### config.mk
export PLATFORM = sky130hd
export DESIGN_NAME = i2c_master_txn_seq
export DESIGN_NICKNAME = d
export VERILOG_FILES = /design/src/rtl/i2c_master_txn_seq.sv
export SDC_FILE = /design/constraint.sdc
export NUM_CORES = 1
export LEC_CHECK = 0
export CAP_MARGIN = 20
export CORE_MARGIN = 4
export CORE_UTILIZATION = 43
export DETAILED_ROUTE_END_ITERATION = 10
export GPL_TIMING_DRIVEN = 1
export PLACE_DENSITY = 0.83
export SETUP_SLACK_MARGIN = 0.15
export SYNTH_ARGS = -nofsm -noshare
export SYNTH_HDL_FRONTEND = slang
export SYNTH_SLANG_ARGS = --single-unit
export TNS_END_PERCENT = 5
### constraint.sdc
create_clock -name sysclk_i -period 2.4 [get_ports sysclk_i]
set_input_delay 0.48 -clock sysclk_i [delete_from_list [all_inputs] [get_ports sysclk_i]]
set_output_delay 0.48 -clock sysclk_i [all_outputs]
set_load 0.01 [all_outputs]
### src/rtl/i2c_master_txn_seq.sv
// Transaction sequencer for an I2C byte controller: turns one host request into
// START, address WRITE, N data WRITE/READ commands and STOP, with NACK/arbitration/abort handling.
module i2c_master_txn_seq (
  input  logic       sysclk_i,
  input  logic       reset_i,
  input  logic       enable_i,
  input  logic       start_i,
  input  logic [6:0] slave_addr_i,
  input  logic       rw_i,
  input  logic [7:0] len_i,
  input  logic       abort_i,
  input  logic [7:0] tx_data_i,
  input  logic       tx_valid_i,
  output logic       tx_ready_o,
  output logic [7:0] rx_data_o,
  output logic       rx_valid_o,
  output logic       busy_o,
  output logic       done_o,
  output logic       nack_o,
  output logic       al_o,
  output logic [2:0] byte_cmd_o,
  output logic [7:0] byte_data_o,
  output logic       master_ack_o,
  input  logic       byte_cmd_ack_i,
  input  logic       byte_ack_i,
  input  logic       byte_al_i,
  input  logic [7:0] byte_data_i
);

  localparam logic [2:0] CMD_NOP   = 3'd0;
  localparam logic [2:0] CMD_START = 3'd1;
  localparam logic [2:0] CMD_STOP  = 3'd2;
  localparam logic [2:0] CMD_WRITE = 3'd3;
  localparam logic [2:0] CMD_READ  = 3'd4;

  typedef enum logic [2:0] {
    S_IDLE, S_START, S_ADDR, S_WFETCH, S_WDATA, S_RDATA, S_STOP, S_DONE
  } state_t;

  // Handshake: a command on byte_cmd_o is held stable until the cycle byte_cmd_ack_i=1;
  // the next command appears the cycle after. tx moves a byte when tx_valid_i & tx_ready_o.
  state_t     state_q, state_d;
  logic [6:0] addr_q;
  logic       rw_q;
  logic [7:0] cnt_q, cnt_d;
  logic [2:0] cmd_q, cmd_d;
  logic [7:0] data_q, data_d;
  logic       mack_q, mack_d;
  logic [7:0] rx_data_q, rx_data_d;
  logic       rx_valid_q, rx_valid_d;
  logic       nack_q, nack_d;
  logic       al_q, al_d;
  logic       capture;
  logic       tx_take;
  logic       al_hit;

  assign al_hit  = byte_al_i && (state_q != S_IDLE) && (state_q != S_DONE);
  assign tx_take = (state_q == S_WFETCH) && enable_i && !al_hit && !abort_i && tx_valid_i;

  always_comb begin
    state_d    = state_q;
    cnt_d      = cnt_q;
    rx_data_d  = rx_data_q;
    rx_valid_d = 1'b0;
    nack_d     = nack_q;
    al_d       = al_q;
    capture    = 1'b0;
    if (!enable_i) begin
      state_d   = S_IDLE;
      rx_data_d = 8'h00;
    end else if (al_hit) begin
      // Arbitration loss wins over everything; any byte acked this cycle is dropped.
      al_d    = 1'b1;
      state_d = S_DONE;
    end else begin
      case (state_q)
        S_IDLE: begin
          if (start_i) begin
            capture = 1'b1;
            cnt_d   = len_i;
            nack_d  = 1'b0;
            al_d    = 1'b0;
            state_d = S_START;
          end
        end
        S_START: begin
          if (byte_cmd_ack_i) state_d = abort_i ? S_STOP : S_ADDR;
        end
        S_ADDR: begin
          if (byte_cmd_ack_i) begin
            if (byte_ack_i) begin
              nack_d  = 1'b1;
              state_d = S_STOP;
            end else if (abort_i || (cnt_q == 8'd0)) begin
              state_d = S_STOP;
            end else begin
              state_d = rw_q ? S_RDATA : S_WFETCH;
            end
          end
        end
        S_WFETCH: begin
          if (abort_i)      state_d = S_STOP;
          else if (tx_take) state_d = S_WDATA;
        end
        S_WDATA: begin
          if (byte_cmd_ack_i) begin
            cnt_d = cnt_q - 8'd1;
            if (byte_ack_i) begin
              nack_d  = 1'b1;
              state_d = S_STOP;
            end else if (abort_i || (cnt_d == 8'd0)) begin
              state_d = S_STOP;
            end else begin
              state_d = S_WFETCH;
            end
          end
        end
        S_RDATA: begin
          if (byte_cmd_ack_i) begin
            rx_data_d  = byte_data_i;
            rx_valid_d = 1'b1;
            cnt_d      = cnt_q - 8'd1;
            if (abort_i || (cnt_d == 8'd0)) state_d = S_STOP;
          end
        end
        S_STOP: begin
          if (byte_cmd_ack_i) state_d = S_DONE;
        end
        S_DONE: state_d = S_IDLE;
        default: state_d = S_IDLE;
      endcase
    end

    // Command registers are loaded from the state being entered.
    cmd_d  = CMD_NOP;
    data_d = 8'hff;
    mack_d = 1'b1;
    case (state_d)
      S_START: cmd_d = CMD_START;
      S_ADDR: begin
        cmd_d  = CMD_WRITE;
        data_d = {addr_q, rw_q};
      end
      S_WDATA: begin
        cmd_d  = CMD_WRITE;
        data_d = (state_q == S_WFETCH) ? tx_data_i : data_q;
      end
      S_RDATA: begin
        cmd_d  = CMD_READ;
        mack_d = (cnt_d == 8'd1);
      end
      S_STOP: cmd_d = CMD_STOP;
      default: cmd_d = CMD_NOP;
    endcase
  end

  always_ff @(posedge sysclk_i) begin
    if (reset_i) begin
      state_q    <= S_IDLE;
      addr_q     <= 7'h00;
      rw_q       <= 1'b0;
      cnt_q      <= 8'h00;
      cmd_q      <= CMD_NOP;
      data_q     <= 8'hff;
      mack_q     <= 1'b1;
      rx_data_q  <= 8'h00;
      rx_valid_q <= 1'b0;
      nack_q     <= 1'b0;
      al_q       <= 1'b0;
    end else begin
      state_q    <= state_d;
      cnt_q      <= cnt_d;
      cmd_q      <= cmd_d;
      data_q     <= data_d;
      mack_q     <= mack_d;
      rx_data_q  <= rx_data_d;
      rx_valid_q <= rx_valid_d;
      nack_q     <= nack_d;
      al_q       <= al_d;
      if (capture) begin
        addr_q <= slave_addr_i;
        rw_q   <= rw_i;
      end
    end
  end

  assign byte_cmd_o   = al_hit ? CMD_NOP : cmd_q;
  assign byte_data_o  = data_q;
  assign master_ack_o = mack_q;
  assign tx_ready_o   = tx_take;
  assign rx_data_o    = rx_data_q;
  assign rx_valid_o   = rx_valid_q;
  assign busy_o       = (state_q != S_IDLE);
  assign done_o       = (state_q == S_DONE);
  assign nack_o       = nack_q;
  assign al_o         = al_q;

endmodule

## Word level (Yosys, flattened, before mapping)

Index checks and enable logic that the tools add are counted.

| storage, ports and cells | value |
|---|---|
| output and inout port bits | 26 |
| word-level logic and storage cells | 98 |
| bits of input ports | 41 |
| flip-flop bits (word level) | 42 |

| cells by class | value |
|---|---|
| multiplexer cells | 38 |
| eq/ne operators | 18 |
| reduce and logical (&&, ||, !) cells | 26 |
| bitwise logic cells | 4 |
| add/subtract/negate cells | 1 |

Operators by type and width:

| operator | count |
|---|---|
| $mux 3 | 18 |
| $mux 8 | 5 |
| $pmux 8 s2 | 2 |
| $pmux 3 s8 | 1 |
| $eq 3x3->1 const B | 7 |
| $logic_not 8->1 | 2 |
| $pmux 3 s4 | 1 |
| $mux 1 | 10 |
| $reduce_or 2->1 | 5 |
| $eq 3x2->1 const B | 3 |
| $eq 8x1->1 const B | 1 |
| $sub 8x1->8 const B | 1 |
| $eq 3x1->1 const B | 2 |
| $logic_and 1x1->1 | 6 |
| $reduce_and 3->1 | 2 |
| $reduce_and 6->1 | 1 |
| $reduce_bool 2->1 | 3 |
| $ne 2x1->1 const B | 2 |
| $ne 2x2->1 const B | 2 |
| $not 1->1 | 4 |
| $reduce_or 4->1 | 1 |
| $logic_not 3->1 | 1 |
| $ne 3x3->1 const B | 1 |
| $reduce_bool 3->1 | 1 |
| 3 further kinds | 5 |

## Logic depth before layout (Yosys ltp)

| logic depth | value |
|---|---|
| word-level depth | 15 |
| gate-level depth with buffers | 11 |
| mapped depth without buffers | 9 |

## Worst setup path before layout

Ideal clock, no wire load.

| path | value |
|---|---|
| kind | register to register |
| start | register cnt_q[0] |
| end | register mack_q (netlist: master_ack_o) |
| clock period less this slack | 2.465 ns |
| path buffers | 2 |
| cell stages (with the launch flop) | 12 |
| data arrival time | 2.343 ns |
| required time | 2.278 ns |
| setup time | 0.122 ns |
| path slack | -0.065 ns |
| path through | dfxtp_1 inv_1 ha_1 or4b_1 buf_2 xor2_1 a21oi_4 o21ai_2 a21o_1 buf_6 nand2_1 a311o_1 |

| between the ends | value |
|---|---|
| word-level cells in the longest chain between the ends | 12 |
| elaborated cells on any way between the ends | 25 |
| classes of those cells | 1 x add/sub; 2 x eq/ne; 16 x mux; 1 x bitwise; 5 x reduce/logical |

RTL lines:

| what | line | source |
|---|---|---|
| start, declared | 45 | `logic [7:0] cnt_q, cnt_d;` |
| start signal, assigned | 172 | `cnt_q <= cnt_d;` |
| $sub 8x1->8 | 107, 122 |  |
| $logic_not 8->1 | 111, 123 |  |
| $logic_or 1x1->1 | 111, 123 |  |
| $mux 3 | 111 | `end else if (abort_i \|\| (cnt_d == 8'd0)) begin` |
| $mux 3 | 108 | `if (byte_ack_i) begin` |
| $mux 3 | 106 | `if (byte_cmd_ack_i) begin` |
| $pmux 3 s8 | 76 | `case (state_q)` |
| $mux 3 | 71 | `end else if (al_hit) begin` |
| $mux 3 | 68 | `if (!enable_i) begin` |
| $eq 3x3->1 | 138 | `case (state_d)` |
| $not 1->1 (no source line) | n/a |  |
| $reduce_or 2->1 (no source line) | n/a |  |
| end signal, assigned | 175 | `mack_q <= mack_d;` |
| end, declared | 48 | `logic mack_q, mack_d;` |

Parallel ways exist; a longest one is shown, timed or not.
A chain may end at the register's enable or synchronous reset.

## Worst setup path in the final report

| path | value |
|---|---|
| start | register cnt_q[0] |
| end | register data_q[6] (netlist: byte_data_o[6]) |

| between the ends | value |
|---|---|
| word-level cells in the longest chain between the ends | 11 |
| elaborated cells on any way between the ends | 20 |
| classes of those cells | 1 x add/sub; 3 x eq/ne; 12 x mux; 4 x reduce/logical |

RTL lines:

| what | line | source |
|---|---|---|
| $sub 8x1->8 | 107, 122 |  |
| $logic_not 8->1 | 111, 123 |  |
| $logic_or 1x1->1 | 111, 123 |  |
| $mux 3 | 111 |  |
| $mux 3 | 108 |  |
| $mux 3 | 106 |  |
| $pmux 3 s8 (*) | 76 |  |
| $mux 3 (*) | 71 |  |
| $mux 3 (*) | 68 |  |
| $eq 3x3->1 or $eq 3x2->1 (tied branches) | 138 |  |
| $pmux 8 s2 or $ne 2x2->1 (tied branches) | n/a |  |
| end signal, assigned | 174 | `data_q <= data_d;` |
| end, declared | 47 | `logic [7:0] data_q, data_d;` |

Every way passes the cells marked *; elsewhere a longest branch is shown, timed or not.

==> summary by stage <==
Yosys
The most used flip-flop cell after synthesis is dfxtp_1. The warning count from the yosys run is 0. The synthesized design contains 42 register bits. The mean instance size in the synthesized netlist is 7.98 um^2. The synthesized area is 0.00239 mm^2.

The share of the Yosys chip area taken by registers is 0.351. For this run, asynchronously set or reset flops after synthesis account for 0. The unique cell type count in the Yosys netlist is 62. The number of standard cells after synthesis is 300.

The number of flops mapped to enable cells by yosys is 0. The synthesized net count is 343.

STA
Setup slack on the critical path of the routed design comes to -44.9 ps. Based on the critical path, the design can be clocked at up to 409 MHz. The max-slew violation count is 0. The setup TNS is -388 ps. Measured against its own limit, the worst slew margin works out to 0.651. The minimum clock period is between 2000 and 2500 ps.

Setup violations remaining at the end of the flow were counted as 12. For the final database, setup skew stands at 8.56 ps. Setup repair after global routing could not meet its margin everywhere. The portion of the clock cycle consumed by the worst path in the final layout is 1.02.

The worst-margin pin slew is 521 ps. The worst hold slack after final layout is 474 ps. The number of hold-slack violations in the final timing report is 0.

Place
The placed instances occupy a cell area of 0.00350 mm^2. The detailed placement HPWL is 5.84 mm. Prior to clock tree synthesis, the placed netlist has a worst setup slack of -382 ps. At the end of routability-driven placement, the weighted congestion stood at 0.976. Buffers placed on the I/O ports in this run total 66.

Pwr
The overall power is about 1.7 mW. In this run the static leakage power is 1.60 nW. The total power divided by cell area is 452 mW/mm^2. The maximum VDD drop is 0.000396 V.

Route
After detailed routing, the number of remaining DRC violations is 0. The met1 wire length is 3.53 mm. In the routed layout, each cell is associated on average with a via count of 5.66. The met3 wire length is 555 um. The count of TritonRoute iterations in the first routing pass is 4. The DRC violation total after the first TritonRoute iteration is about 200. After detailed routing, the average wire length per cell comes to between 15 and 20 um. The top layer reached by signal wires is met4. The remaining antenna violation count after routing is 0. The sum of met2 wire segment lengths after detailed routing is 3.85 mm. The total wire length after detailed routing is 8.14 mm. The detailed-route via count is 2,769.

Cells and area
The library cells used most frequently in the layout, excluding fill and tap cells, are buf_4 (59), clkdlybuf4s50_1 (58), dfxtp_1 (39), nand2_1 (34), a21oi_1 (33). The number of nets in the finished design is between 400 and 500. The commonest non-fill, non-tap cell in the layout is buf_4. In the final layout, the share of cells above drive strength 1 is 0.255. The post-route standard cell area excluding fillers is 0.00379 mm^2. The layout-stage area growth over the synthesis result is 58.5%. 0 antenna diodes ended up in the layout.

Run
The number of violations of the max-capacitance limit is 0.

Clock network
The master cell of the clock root buffer is clkbuf_8. TritonCTS created 5 clock buffers. The maximum root-to-sink buffer count is 2. The H-tree was split into 2 levels. TritonCTS built the clock tree.

The number of hold buffers added after CTS is 0. The register clock-pin slew on the reported worst setup and hold paths is 80 ps. The clock latency at the later pin of the worst-skew pair is 300 ps. The clock net in this run drives a total of 42 sinks.

Setup path
The critical path is of the reg2reg type. The peak per-stage delay on the critical path is 510 ps. In this run the worst path has a maximum fanout of 5. STA classifies the critical path startpoint as a register. The depth of the worst register-to-register path is 12.

The signal on the critical path passes through inv_2, ha_4, or4b_4, buf_4, nor2_4, o31ai_1, a21oi_1, o211ai_2, buf_4, nor3_4, buf_6, o21ai_1. The worst register-to-register path ends at byte_data_o[6]. The reg-to-reg startpoint is cnt_q[0]. For flop-to-flop paths, the worst setup slack is -40 ps. Data on the critical path arrives at its endpoint at 2640 ps.

STA puts the critical path data required time at 2600 ps. For this design, the slowest cell found on the critical path is or4b_4. The cell that appears most often on the critical path is buf_4. The kind of end point of the critical path is a register.

Global route
The pin count of the biggest net entering global routing is 19. The total routing usage reported by global routing is 0.230. The number of global-route vias before repair is 2,594. The first global-routing pass estimated 12.1 mm of wire.

The number of antenna violations at the first check in global routing is 0. The remaining global-route overflow is 0.

Floorplan
Measured along the x axis, the die boundary spans 82.6 um. After floorplanning, the core was sized to cover roughly 0.0052 mm^2. The chip height is 82.6 um. The number of rows in the core area is 26. The starting utilization of the core area is 0.457.

The floorplan step defined a die boundary enclosing a little under 0.007 mm^2. The I/O pin count is 67.

Run status
The run finished, with violations left. The final reports fail on setup timing.

Min path
The hold path depth is 2. The class of the tightest hold or removal check is reg2reg. The worst hold path startpoint is rx_data_o[3].

The endpoint of the worst hold path is rx_data_o[3].
routing by layer:
layer,global-route usage,vias up
met5,0,-
li1,-,1321
met2,0.369,120
met4,0.0768,0
met1,0.310,1307
met3,0.0434,21
kinds of logic after synthesis:
logic type | count (synthesis) | share of synthesized area
compound gates | 86 | 0.237
fa+ha+maj | 2 | 0.0105
flops | 42 | 0.351
buf+inv | 27 | 0.0544
xor+xnor | 7 | 0.0256
mux | 8 | 0.0335
simple gates | 128 | 0.288
worst max path at each step:
stage                     depth (start not counted)  slack (ps)              to  startpoint
after floorplan                                  11          -2    master_ack_o    cnt_q[0]
after global placement                            8        -340    master_ack_o     start_i
after detailed placement                          8        -380    master_ack_o     start_i
after CTS                                        12         -70  byte_data_o[3]    cnt_q[1]
after global routing                             11        -150    master_ack_o    cnt_q[0]
final                                            12         -40  byte_data_o[6]    cnt_q[0]
Yosys cell counts, types with 4 or more instances:
library cell | instances | area share
xor2_1 | 4 | 0.015
buf_2 | 5 | 0.010
a21oi_1 | 33 | 0.069
and4_1 | 8 | 0.029
nor2_1 | 28 | 0.044
mux2i_1 | 8 | 0.033
o21a_1 | 4 | 0.013
clkbuf_1 | 8 | 0.013
nand2_1 | 35 | 0.055
or3_1 | 4 | 0.010
inv_1 | 10 | 0.016
o21ai_0 | 11 | 0.023
o21ai_1 | 11 | 0.023
nand3_1 | 5 | 0.010
nor4_1 | 11 | 0.029
nor3_1 | 10 | 0.021
dfxtp_1 | 42 | 0.35
worst max-delay path, delay by kind of cell, from the launching register on:
family / cells / cell delay (ps)
AND/OR/NAND/NOR: 3 / 850
buffers and inverters: 4 / 570
adder cells (fa/ha/maj): 1 / 130
flip-flops: 1 / 330
AO/OA/AOI/OAI: 4 / 480
flip-flops by register name, summed over array words and instances, names as in the netlist, 3 cells and up:
signal	count
byte_data_o	8
cnt_q	8
rx_data_o	8
addr_q	7
cmd_q	3
state_q	3
stage by stage:
stage	utilization	std cells
2_1_floorplan	-	300
3_3_place_gp	0.669	477
3_5_place_dp	0.669	477
4_1_cts	0.699	486
5_1_grt	0.725	489
6_report	0.725	489
power by group:
part           switching [mW]  internal [mW]
registers              0.0213          0.716
logic                   0.235          0.253
clock network           0.253          0.238
total                   0.509           1.21
final cells by class:
| class | instances | area [um^2] |
|---|---|---|
| multi-input cells | 231 | 1590 |
| fillers | 385 | 1440 |
| repair buffers | 128 | 1140 |
| flip-flops and latches | 42 | 845 |
| well taps | 70 | 87.6 |
| clock buffers | 7 | 86.3 |
| inverters | 10 | 37.5 |
| clock inverters | 1 | 8.76 |
what timing repair did:
action / in CTS / in global routing
gates cloned: 0 / 1
buffers inserted: 1 / 2
pin swaps: 3 / 11
setup endpoints to repair: 21 / 18
resized for setup: 15 / 29
hold endpoints to repair: 0 / 0
(Power assumes the default switching activity.)
